`config.mk`:
```
export PLATFORM = sky130hd
export DESIGN_NAME = ysyx_210544_wb_queue_flat
export DESIGN_NICKNAME = d
export VERILOG_FILES = /design/src/rtl/ysyx_210544_wb_queue_if.sv /design/src/rtl/ysyx_210544_wb_queue.sv /design/src/flat_wrapper.sv
export SDC_FILE = /design/constraint.sdc
export NUM_CORES = 1
export LEC_CHECK = 0
export BUFFER_PORTS_ARGS = -buffer_cell sky130_fd_sc_hd__buf_4
export CAP_MARGIN = 10
export CORE_UTILIZATION = 50
export DETAILED_ROUTE_END_ITERATION = 10
export PLACE_DENSITY_LB_ADDON = 0.05
export SLEW_MARGIN = 20
export SYNTH_ARGS = -nofsm -noshare
export SYNTH_HDL_FRONTEND = slang
export SYNTH_SLANG_ARGS = --single-unit
export TNS_END_PERCENT = 10
```
`constraint.sdc`:
```
create_clock -name clk -period 6.5 [get_ports clk]
set_input_delay 1.3 -clock clk [delete_from_list [all_inputs] [get_ports clk]]
set_output_delay 1.3 -clock clk [all_outputs]
set_load 0.01 [all_outputs]
```
`src/rtl/ysyx_210544_wb_queue_if.sv`:
```
// Write-back queue bus: memory-stage producer side, write-back consumer side, flush and status.
// Optional forwarding lookup ports are present when YSYX_210544_WB_FWD_EN is defined.
interface ysyx_210544_wb_queue_if #(
    parameter int unsigned DEPTH = 4,
    parameter int unsigned CNT_W = 32
);
    localparam int unsigned CW = $clog2(DEPTH) + 1;

    logic            i_wb_memoryed_req;
    logic            o_wb_memoryed_ack;
    logic [63:0]     i_wb_pc;
    logic [31:0]     i_wb_inst;
    logic [4:0]      i_wb_rd;
    logic            i_wb_rd_wen;
    logic [63:0]     i_wb_rd_wdata;
    logic            i_wb_skipcmt;
    logic [31:0]     i_wb_intrNo;

    logic            o_wb_writebacked_req;
    logic            i_wb_writebacked_ack;
    logic [63:0]     o_wb_pc;
    logic [31:0]     o_wb_inst;
    logic [4:0]      o_wb_rd;
    logic            o_wb_rd_wen;
    logic [63:0]     o_wb_rd_wdata;
    logic            o_wb_skipcmt;
    logic [31:0]     o_wb_intrNo;

    logic            i_wb_flush;
    logic [CW-1:0]   o_wb_count;
    logic [CNT_W-1:0] o_wb_commit_cnt;
`ifdef YSYX_210544_WB_FWD_EN
    logic [4:0]      i_wb_fwd_rs;
    logic            o_wb_fwd_hit;
    logic [63:0]     o_wb_fwd_data;
`endif

    modport slave (
        input  i_wb_memoryed_req, i_wb_pc, i_wb_inst, i_wb_rd, i_wb_rd_wen,
               i_wb_rd_wdata, i_wb_skipcmt, i_wb_intrNo,
               i_wb_writebacked_ack, i_wb_flush,
`ifdef YSYX_210544_WB_FWD_EN
               i_wb_fwd_rs,
        output o_wb_fwd_hit, o_wb_fwd_data,
`endif
        output o_wb_memoryed_ack, o_wb_writebacked_req, o_wb_pc, o_wb_inst, o_wb_rd,
               o_wb_rd_wen, o_wb_rd_wdata, o_wb_skipcmt, o_wb_intrNo,
               o_wb_count, o_wb_commit_cnt
    );

    modport master (
        output i_wb_memoryed_req, i_wb_pc, i_wb_inst, i_wb_rd, i_wb_rd_wen,
               i_wb_rd_wdata, i_wb_skipcmt, i_wb_intrNo,
               i_wb_writebacked_ack, i_wb_flush,
`ifdef YSYX_210544_WB_FWD_EN
               i_wb_fwd_rs,
        input  o_wb_fwd_hit, o_wb_fwd_data,
`endif
        input  o_wb_memoryed_ack, o_wb_writebacked_req, o_wb_pc, o_wb_inst, o_wb_rd,
               o_wb_rd_wen, o_wb_rd_wdata, o_wb_skipcmt, o_wb_intrNo,
               o_wb_count, o_wb_commit_cnt
    );
endinterface

```
`src/rtl/ysyx_210544_wb_queue.sv`:
```
// Circular write-back queue between memory and write-back stages, with flush and commit counter.
// Define YSYX_210544_WB_FWD_EN to add a combinational rd-forwarding lookup over queued entries.
module ysyx_210544_wb_queue #(
    parameter int unsigned DEPTH = 4,
    parameter int unsigned CNT_W = 32
) (
    input  logic                  clk,
    input  logic                  rst,
    ysyx_210544_wb_queue_if.slave wb
);
    localparam int unsigned PW = $clog2(DEPTH);
    localparam int unsigned CW = $clog2(DEPTH) + 1;

    typedef struct packed {
        logic [63:0] pc;
        logic [31:0] inst;
        logic [4:0]  rd;
        logic        rd_wen;
        logic [63:0] rd_wdata;
        logic        skipcmt;
        logic [31:0] intr_no;
    } entry_t;

    entry_t           mem [DEPTH];
    logic [PW-1:0]    rd_ptr;
    logic [PW-1:0]    wr_ptr;
    logic [CW-1:0]    count;
    logic [CNT_W-1:0] commit_cnt;

    logic   ack_c;
    logic   head_vld_c;
    logic   push_c;
    logic   pop_c;
    entry_t head_c;
    entry_t in_c;

    assign ack_c      = (count != CW'(DEPTH)) & ~wb.i_wb_flush;
    assign head_vld_c = (count != '0);
    assign push_c     = wb.i_wb_memoryed_req & ack_c;
    assign pop_c      = head_vld_c & wb.i_wb_writebacked_ack;
    assign head_c     = mem[rd_ptr];
    assign in_c       = '{pc: wb.i_wb_pc, inst: wb.i_wb_inst, rd: wb.i_wb_rd,
                          rd_wen: wb.i_wb_rd_wen, rd_wdata: wb.i_wb_rd_wdata,
                          skipcmt: wb.i_wb_skipcmt, intr_no: wb.i_wb_intrNo};

    // Head payload is masked to zero while the queue is empty.
    assign wb.o_wb_memoryed_ack    = ack_c;
    assign wb.o_wb_writebacked_req = head_vld_c;
    assign wb.o_wb_pc              = head_vld_c ? head_c.pc       : '0;
    assign wb.o_wb_inst            = head_vld_c ? head_c.inst     : '0;
    assign wb.o_wb_rd              = head_vld_c ? head_c.rd       : '0;
    assign wb.o_wb_rd_wen          = head_vld_c ? head_c.rd_wen   : 1'b0;
    assign wb.o_wb_rd_wdata        = head_vld_c ? head_c.rd_wdata : '0;
    assign wb.o_wb_skipcmt         = head_vld_c ? head_c.skipcmt  : 1'b0;
    assign wb.o_wb_intrNo          = head_vld_c ? head_c.intr_no  : '0;
    assign wb.o_wb_count           = count;
    assign wb.o_wb_commit_cnt      = commit_cnt;

    // Pointer, occupancy and commit bookkeeping; flush wins over push and pop.
    always_ff @(posedge clk or negedge rst) begin
        if (!rst) begin
            rd_ptr     <= '0;
            wr_ptr     <= '0;
            count      <= '0;
            commit_cnt <= '0;
        end else if (wb.i_wb_flush) begin
            rd_ptr <= '0;
            wr_ptr <= '0;
            count  <= '0;
        end else begin
            if (push_c) wr_ptr <= wr_ptr + PW'(1);
            if (pop_c)  rd_ptr <= rd_ptr + PW'(1);
            if (push_c && !pop_c)      count <= count + CW'(1);
            else if (pop_c && !push_c) count <= count - CW'(1);
            if (pop_c && !head_c.skipcmt) commit_cnt <= commit_cnt + CNT_W'(1);
        end
    end

    // Entry storage carries no reset; validity is tracked by the pointers alone.
    always_ff @(posedge clk) begin
        if (push_c) mem[wr_ptr] <= in_c;
    end

`ifdef YSYX_210544_WB_FWD_EN
    logic [PW-1:0] fwd_idx;

    // Scan oldest to youngest so the youngest matching entry wins.
    always_comb begin
        wb.o_wb_fwd_hit  = 1'b0;
        wb.o_wb_fwd_data = '0;
        fwd_idx          = '0;
        for (int i = 0; i < int'(DEPTH); i++) begin
            fwd_idx = rd_ptr + PW'(i);
            if ((CW'(i) < count) && mem[fwd_idx].rd_wen && (mem[fwd_idx].rd != '0) &&
                (mem[fwd_idx].rd == wb.i_wb_fwd_rs)) begin
                wb.o_wb_fwd_hit  = 1'b1;
                wb.o_wb_fwd_data = mem[fwd_idx].rd_wdata;
            end
        end
    end
`endif
endmodule

```
`src/flat_wrapper.sv`:
```
// flat-port wrapper written by rule: the top's interface ports become plain ports
module ysyx_210544_wb_queue_flat 
#(
    parameter int unsigned DEPTH = 4,
    parameter int unsigned CNT_W = 32
)
  (clk, rst, wb_i_wb_memoryed_req, wb_i_wb_pc, wb_i_wb_inst, wb_i_wb_rd, wb_i_wb_rd_wen, wb_i_wb_rd_wdata, wb_i_wb_skipcmt, wb_i_wb_intrNo, wb_i_wb_writebacked_ack, wb_i_wb_flush, wb_o_wb_memoryed_ack, wb_o_wb_writebacked_req, wb_o_wb_pc, wb_o_wb_inst, wb_o_wb_rd, wb_o_wb_rd_wen, wb_o_wb_rd_wdata, wb_o_wb_skipcmt, wb_o_wb_intrNo, wb_o_wb_count, wb_o_wb_commit_cnt);
  ysyx_210544_wb_queue_if #(.DEPTH(DEPTH), .CNT_W(CNT_W)) wb_i ();
  input  logic clk;
  input  logic rst;
  input wire logic [$bits(wb_i.i_wb_memoryed_req)-1:0] wb_i_wb_memoryed_req;
  input wire logic [$bits(wb_i.i_wb_pc)-1:0] wb_i_wb_pc;
  input wire logic [$bits(wb_i.i_wb_inst)-1:0] wb_i_wb_inst;
  input wire logic [$bits(wb_i.i_wb_rd)-1:0] wb_i_wb_rd;
  input wire logic [$bits(wb_i.i_wb_rd_wen)-1:0] wb_i_wb_rd_wen;
  input wire logic [$bits(wb_i.i_wb_rd_wdata)-1:0] wb_i_wb_rd_wdata;
  input wire logic [$bits(wb_i.i_wb_skipcmt)-1:0] wb_i_wb_skipcmt;
  input wire logic [$bits(wb_i.i_wb_intrNo)-1:0] wb_i_wb_intrNo;
  input wire logic [$bits(wb_i.i_wb_writebacked_ack)-1:0] wb_i_wb_writebacked_ack;
  input wire logic [$bits(wb_i.i_wb_flush)-1:0] wb_i_wb_flush;
  output wire logic [$bits(wb_i.o_wb_memoryed_ack)-1:0] wb_o_wb_memoryed_ack;
  output wire logic [$bits(wb_i.o_wb_writebacked_req)-1:0] wb_o_wb_writebacked_req;
  output wire logic [$bits(wb_i.o_wb_pc)-1:0] wb_o_wb_pc;
  output wire logic [$bits(wb_i.o_wb_inst)-1:0] wb_o_wb_inst;
  output wire logic [$bits(wb_i.o_wb_rd)-1:0] wb_o_wb_rd;
  output wire logic [$bits(wb_i.o_wb_rd_wen)-1:0] wb_o_wb_rd_wen;
  output wire logic [$bits(wb_i.o_wb_rd_wdata)-1:0] wb_o_wb_rd_wdata;
  output wire logic [$bits(wb_i.o_wb_skipcmt)-1:0] wb_o_wb_skipcmt;
  output wire logic [$bits(wb_i.o_wb_intrNo)-1:0] wb_o_wb_intrNo;
  output wire logic [$bits(wb_i.o_wb_count)-1:0] wb_o_wb_count;
  output wire logic [$bits(wb_i.o_wb_commit_cnt)-1:0] wb_o_wb_commit_cnt;
  assign wb_i.i_wb_memoryed_req = wb_i_wb_memoryed_req;
  assign wb_i.i_wb_pc = wb_i_wb_pc;
  assign wb_i.i_wb_inst = wb_i_wb_inst;
  assign wb_i.i_wb_rd = wb_i_wb_rd;
  assign wb_i.i_wb_rd_wen = wb_i_wb_rd_wen;
  assign wb_i.i_wb_rd_wdata = wb_i_wb_rd_wdata;
  assign wb_i.i_wb_skipcmt = wb_i_wb_skipcmt;
  assign wb_i.i_wb_intrNo = wb_i_wb_intrNo;
  assign wb_i.i_wb_writebacked_ack = wb_i_wb_writebacked_ack;
  assign wb_i.i_wb_flush = wb_i_wb_flush;
  assign wb_o_wb_memoryed_ack = wb_i.o_wb_memoryed_ack;
  assign wb_o_wb_writebacked_req = wb_i.o_wb_writebacked_req;
  assign wb_o_wb_pc = wb_i.o_wb_pc;
  assign wb_o_wb_inst = wb_i.o_wb_inst;
  assign wb_o_wb_rd = wb_i.o_wb_rd;
  assign wb_o_wb_rd_wen = wb_i.o_wb_rd_wen;
  assign wb_o_wb_rd_wdata = wb_i.o_wb_rd_wdata;
  assign wb_o_wb_skipcmt = wb_i.o_wb_skipcmt;
  assign wb_o_wb_intrNo = wb_i.o_wb_intrNo;
  assign wb_o_wb_count = wb_i.o_wb_count;
  assign wb_o_wb_commit_cnt = wb_i.o_wb_commit_cnt;
  ysyx_210544_wb_queue #(.DEPTH(DEPTH), .CNT_W(CNT_W)) u_core (.clk(clk), .rst(rst), .wb(wb_i));
endmodule
```
[After elaboration in Yosys (flattened, before gate mapping)]
Memories as Yosys holds them, arrays and structs flattened.
Cells that the tools add are included.
Word-level totals
  flip-flop bits (word level): 39
  RAM bits: 796
  input bits: 204
  memories: 1
Memories
  u_core.mem: depth 4, bits a word 199, read ports 1, clocked after memory_dff 0, wr ports 1, RTL line ysyx_210544_wb_queue.sv:24  | entry_t mem [DEPTH];
Operators by class
  add/sub/neg operators: 5
  eq/ne operators: 1
  muxes and demuxes: 16
  bitwise logic cells: 4
  reductions and logical operators: 11
Operators with widths (count)
  $mux W64: 2
  $mux W32: 2
  $add A32 B1 Y32 const B: 1
  $mux W3: 3
  $mux W2: 4
  $reduce_bool A3 Y1: 2
  $mux W5: 1
  $add A2 B1 Y2 const B: 2
  $mux W1: 4
  $reduce_bool A2 Y1: 2
  $add A3 B1 Y3 const B: 1
  $and A1 B1 Y1: 3
  $logic_and A1 B1 Y1: 3
  $logic_not A1 Y1: 3
  $ne A3 B3 Y1 const B: 1
  $sub A3 B1 Y3 const B: 1
  $reduce_and A2 Y1: 1
  $not A1 Y1: 1

[Depth between registers and ports, before layout]
  depth after elaboration: 8
  mapped depth: 8

[Least setup slack after synthesis]
OpenSTA, ideal clock, no wires.
  kind: input to register
  from: in wb_i_wb_memoryed_req
  to: mem u_core.mem[0][0] (netlist bit), enable pin
  library setup time: 585 ps
  arrival time: 6397 ps
  path slack: -482 ps
  stages on the path: 3
  path buffers: 1
  cells stage by stage: clkbuf_1 > and3_1 > and2_1
Between the ends
  word-level cells in the longest chain between the ends: 3
Ends and longest elaborated chain
  start, declared: RTL line flat_wrapper.sv:11  | input wire logic [$bits(wb_i.i_wb_memoryed_req)-1:0] wb_i_wb_memoryed_req;
  $and A1 B1 Y1: RTL line ysyx_210544_wb_queue.sv:39  | assign push_c = wb.i_wb_memoryed_req & ack_c;
  $mux W1: RTL line ysyx_210544_wb_queue.sv:81  | if (push_c) mem[wr_ptr] <= in_c;
  $mux W1 (not written as such): RTL line ysyx_210544_wb_queue.sv:81
  end, declared: RTL line ysyx_210544_wb_queue.sv:24
No other way between the ends.

[Final worst setup path]
  from: reg u_core.rd_ptr[0]
  to: out wb_o_wb_inst[30]
Between the ends
  word-level cells in the longest chain between the ends: 2
Ends and longest elaborated chain
  start, declared: RTL line ysyx_210544_wb_queue.sv:25  | logic [PW-1:0] rd_ptr;
  start signal, assigned: RTL line ysyx_210544_wb_queue.sv:72  | if (pop_c) rd_ptr <= rd_ptr + PW'(1);
  $mem_v2 Z4 W199
  $mux W32: RTL line ysyx_210544_wb_queue.sv:50  | assign wb.o_wb_inst = head_vld_c ? head_c.inst : '0;
  end, declared: RTL line flat_wrapper.sv:24  | output wire logic [$bits(wb_i.o_wb_inst)-1:0] wb_o_wb_inst;
No other way between the ends.

==> metrics.md <==
| Metric | Value |
|---|---|
| Outcome | `finished, final reports clean` |
| Synth-to-Final Area Change | `22.6%` |
| Synth warnings | `0` |
| Dominant cell type by area after synthesis | `edfxtp_1` |
| Worst Tran Pin Value | `1010 ps` |
| CP max-delay cell | `dfrtp_4` |
| # setup viols final | `0` |
| Synth area leaders | `edfxtp_1, mux4_2, and2_1` |
| GR peak layer | `met2` |
| Die ar. | `64800 µm²` |
| Largest net degree at the start of global routing | `122` |
| Commonest non-fill, non-tap cell in the layout | `edfxtp_1` |
| Crit path max fanout | `32` |
| WL/cell | `23.8 µm` |
| CTS tree | `yes` |
| Post-Syn Area | `31900 µm²` |
| Vias/cell | `5.43` |
| Slew Limit Fails | `0` |
| Worst vdd ir | `243 µV` |
| Sequential share of the synthesized area | `0.780` |
| Chip Height | `255 µm` |
| Post-Syn Nets | `1672` |
| Clock Tree Root | `clkbuf_16` |
| Die Width | `255 µm` |
| DRC Markers | `0` |
| Async S/R FF share, synth | `0.0467` |
| DP HPWL | `39700 µm` |
| Via count | `15500` |
| Share of post-route cells with drive strength above 1 | `0.393` |
| Tmin final | `4310 ps` |
| Max incr delay on CP | `790 ps` |
| Clk_lat worst skew | `620 ps` |
| Crit end category | `output pin` |
| Total track usage | `0.208` |
| Max H-tree Level | `3` |
| Max cap viols | `0` |
| Met3 Use GR | `0.0655` |
| PostCTS Resize Cnt | `0` |
| IO Pins | `440` |
| Pwr/cell area | `347 nW/µm²` |
| Most frequent cells in the layout | `edfxtp_1, buf_4, and2_1` |
| Rows | `92` |
| Req. time, crit path | `5200 ps` |
| Post-synth top area share | `0.749` |
| DRT Wirelength | `67800 µm` |
| GR met1 Demand/Resource | `0.269` |
| Vias in the first global route | `16100` |
| Synthesized netlist cell count | `1462` |
| Finished Core Util | `0.620` |
| Number of nets in the layout | `2148` |
| CTS Sinks | `835` |
| Unique masters post-synth | `31` |
| Port buffer count | `439` |
| Worst setup slack after layout | `2190 ps` |
| Critical path cell sequence | `buf_4, mux4_2, and2_1, buf_4` |
| Longest Clk Path Bufs | `3` |
| Hold_buf cts | `0` |
| GP Congestion | `0.754` |
| Ys flop type | `edfxtp_1` |
| Crit Path Class | `reg2out` |
| Postcts setup bufs | `0` |
| First-pass GRT wire length | `99400 µm` |
| Total leakage power | `13.5 nW` |
| EDFF count, synth | `796` |
| 1st-pass router iterations | `5` |
| Core Region | `63100 µm²` |
| Cts bufs inserted | `89` |
| Maximum clock rate | `232 MHz` |
| Relative max-transition margin | `0.324` |
| Synthesized area per cell | `21.8 µm²` |
| Antenna-violating nets left | `0` |
| Clock-pin slew reported for the worst setup and hold paths after clock tree synthesis | `60 ps` |
| WP data arrival | `3010 ps` |
| HP Class | `reg2reg` |
| Fin crit share | `0.663` |
| GR Util met2 | `0.338` |
| RSZ-0062 raised after global routing | `false` |
| GRT overflow | `0` |
| Antenna violations before repair | `8` |
| Violation count after the first detailed-routing iteration | `789` |
| Worst path bufs/invs | `2` |
| Largest delay share family, worst path | `flip-flops` |
| Skew final | `24.6 ps` |
| CP startpoint kind | `register` |
| Initial Util | `0.506` |
| Most used cell, CP | `buf_4` |
| Final hold vios | `0` |
| Place WS | `2740 ps` |
| FF+latch count, synth | `835` |
-- flip-flops by register name, indices dropped and copies added (netlist names) --
name and flops:
u_core.wb.o_wb_count 3, u_core.mem 796, u_core.wb.o_wb_commit_cnt 32, u_core.rd_ptr 2, u_core.wr_ptr 2
-- final cells by class --
type                       instances  area (µm²)
clock buffer                     110        2360
inverter                           8        30.0
antenna                            2        5.00
tap                              846        1060
sequential                       835       24900
clock inverter                    49         492
multi-input combinational        545        6730
timing repair buffer             459        3560
fill                            4637       24000
-- cell families after synthesis --
logic type                 synth area share
DFF                                   0.780
AOI/OAI and AO/OA                   0.00247
and+or+nand+nor                      0.0550
xor gates and xnor gates            0.00960
adders and majority gates           0.00259
buffers and inverters                0.0101
muxes                                 0.141
-- per-layer routing --
| layer | share of wire | vias to the layer above |
|---|---|---|
| met2 | 0.50 | 388 |
| met5 | 0.0012 | - |
| met4 | 0.024 | 12 |
| met1 | 0.40 | 8094 |
| li1 | - | 6891 |
| met3 | 0.072 | 118 |
-- worst paths after layout --
kind | start | endpoint | slack [ps] | depth (start not counted)
setup / recovery | u_core.rd_ptr[0] | wb_o_wb_inst[30] | 2190 | 4
hold / removal | u_core.wb.o_wb_commit_cnt[31] | u_core.wb.o_wb_commit_cnt[31] | 470 | 1
setup reg to reg | u_core.rd_ptr[0] | u_core.wb.o_wb_commit_cnt[22] | 3130 | 5
hold reg to reg | u_core.wb.o_wb_commit_cnt[31] | u_core.wb.o_wb_commit_cnt[31] | 470 | 1
max in group asynchronous | rst | u_core.rd_ptr[1] | 5420 | 1
min in group asynchronous | rst | u_core.wb.o_wb_commit_cnt[27] | 660 | 1
-- cells in the mapped netlist, drive strengths merged (10+ instances only) --
cell type / number
mux4: 199
xnor2: 16
nand2: 22
nand3: 12
edfxtp: 796
dfrtp: 39
buf: 35
nor4: 10
clkbuf: 39
xor2: 19
and2: 207
-- stage by stage --
step / instances / hold slack (ps) / setup TNS (ps) / instance area [µm²] / total power [W]
finish: 2854 / 472 / 0 / 39100 / 0.0136
global route: 2853 / 494 / 0 / 39100 / 0.0141
CTS: 2852 / 477 / 0 / 39100 / 0.0138
detailed placement: 2693 / 466 / 0 / 36300 / 0.00880
global placement: 2693 / 460 / 0 / 36300 / 0.00878
floorplan: 1462 / 504 / -287520 / 31900 / 0.00767
-- power breakdown --
| part | switching, W | internal (W) | total, W |
|---|---|---|---|
| Sequential | 0.000102 | 0.00615 | 0.00625 |
| Combinational | 0.00118 | 0.00119 | 0.00237 |
| Clock | 0.00197 | 0.00296 | 0.00493 |
No activity file was read; power rests on OpenSTA's default activity.
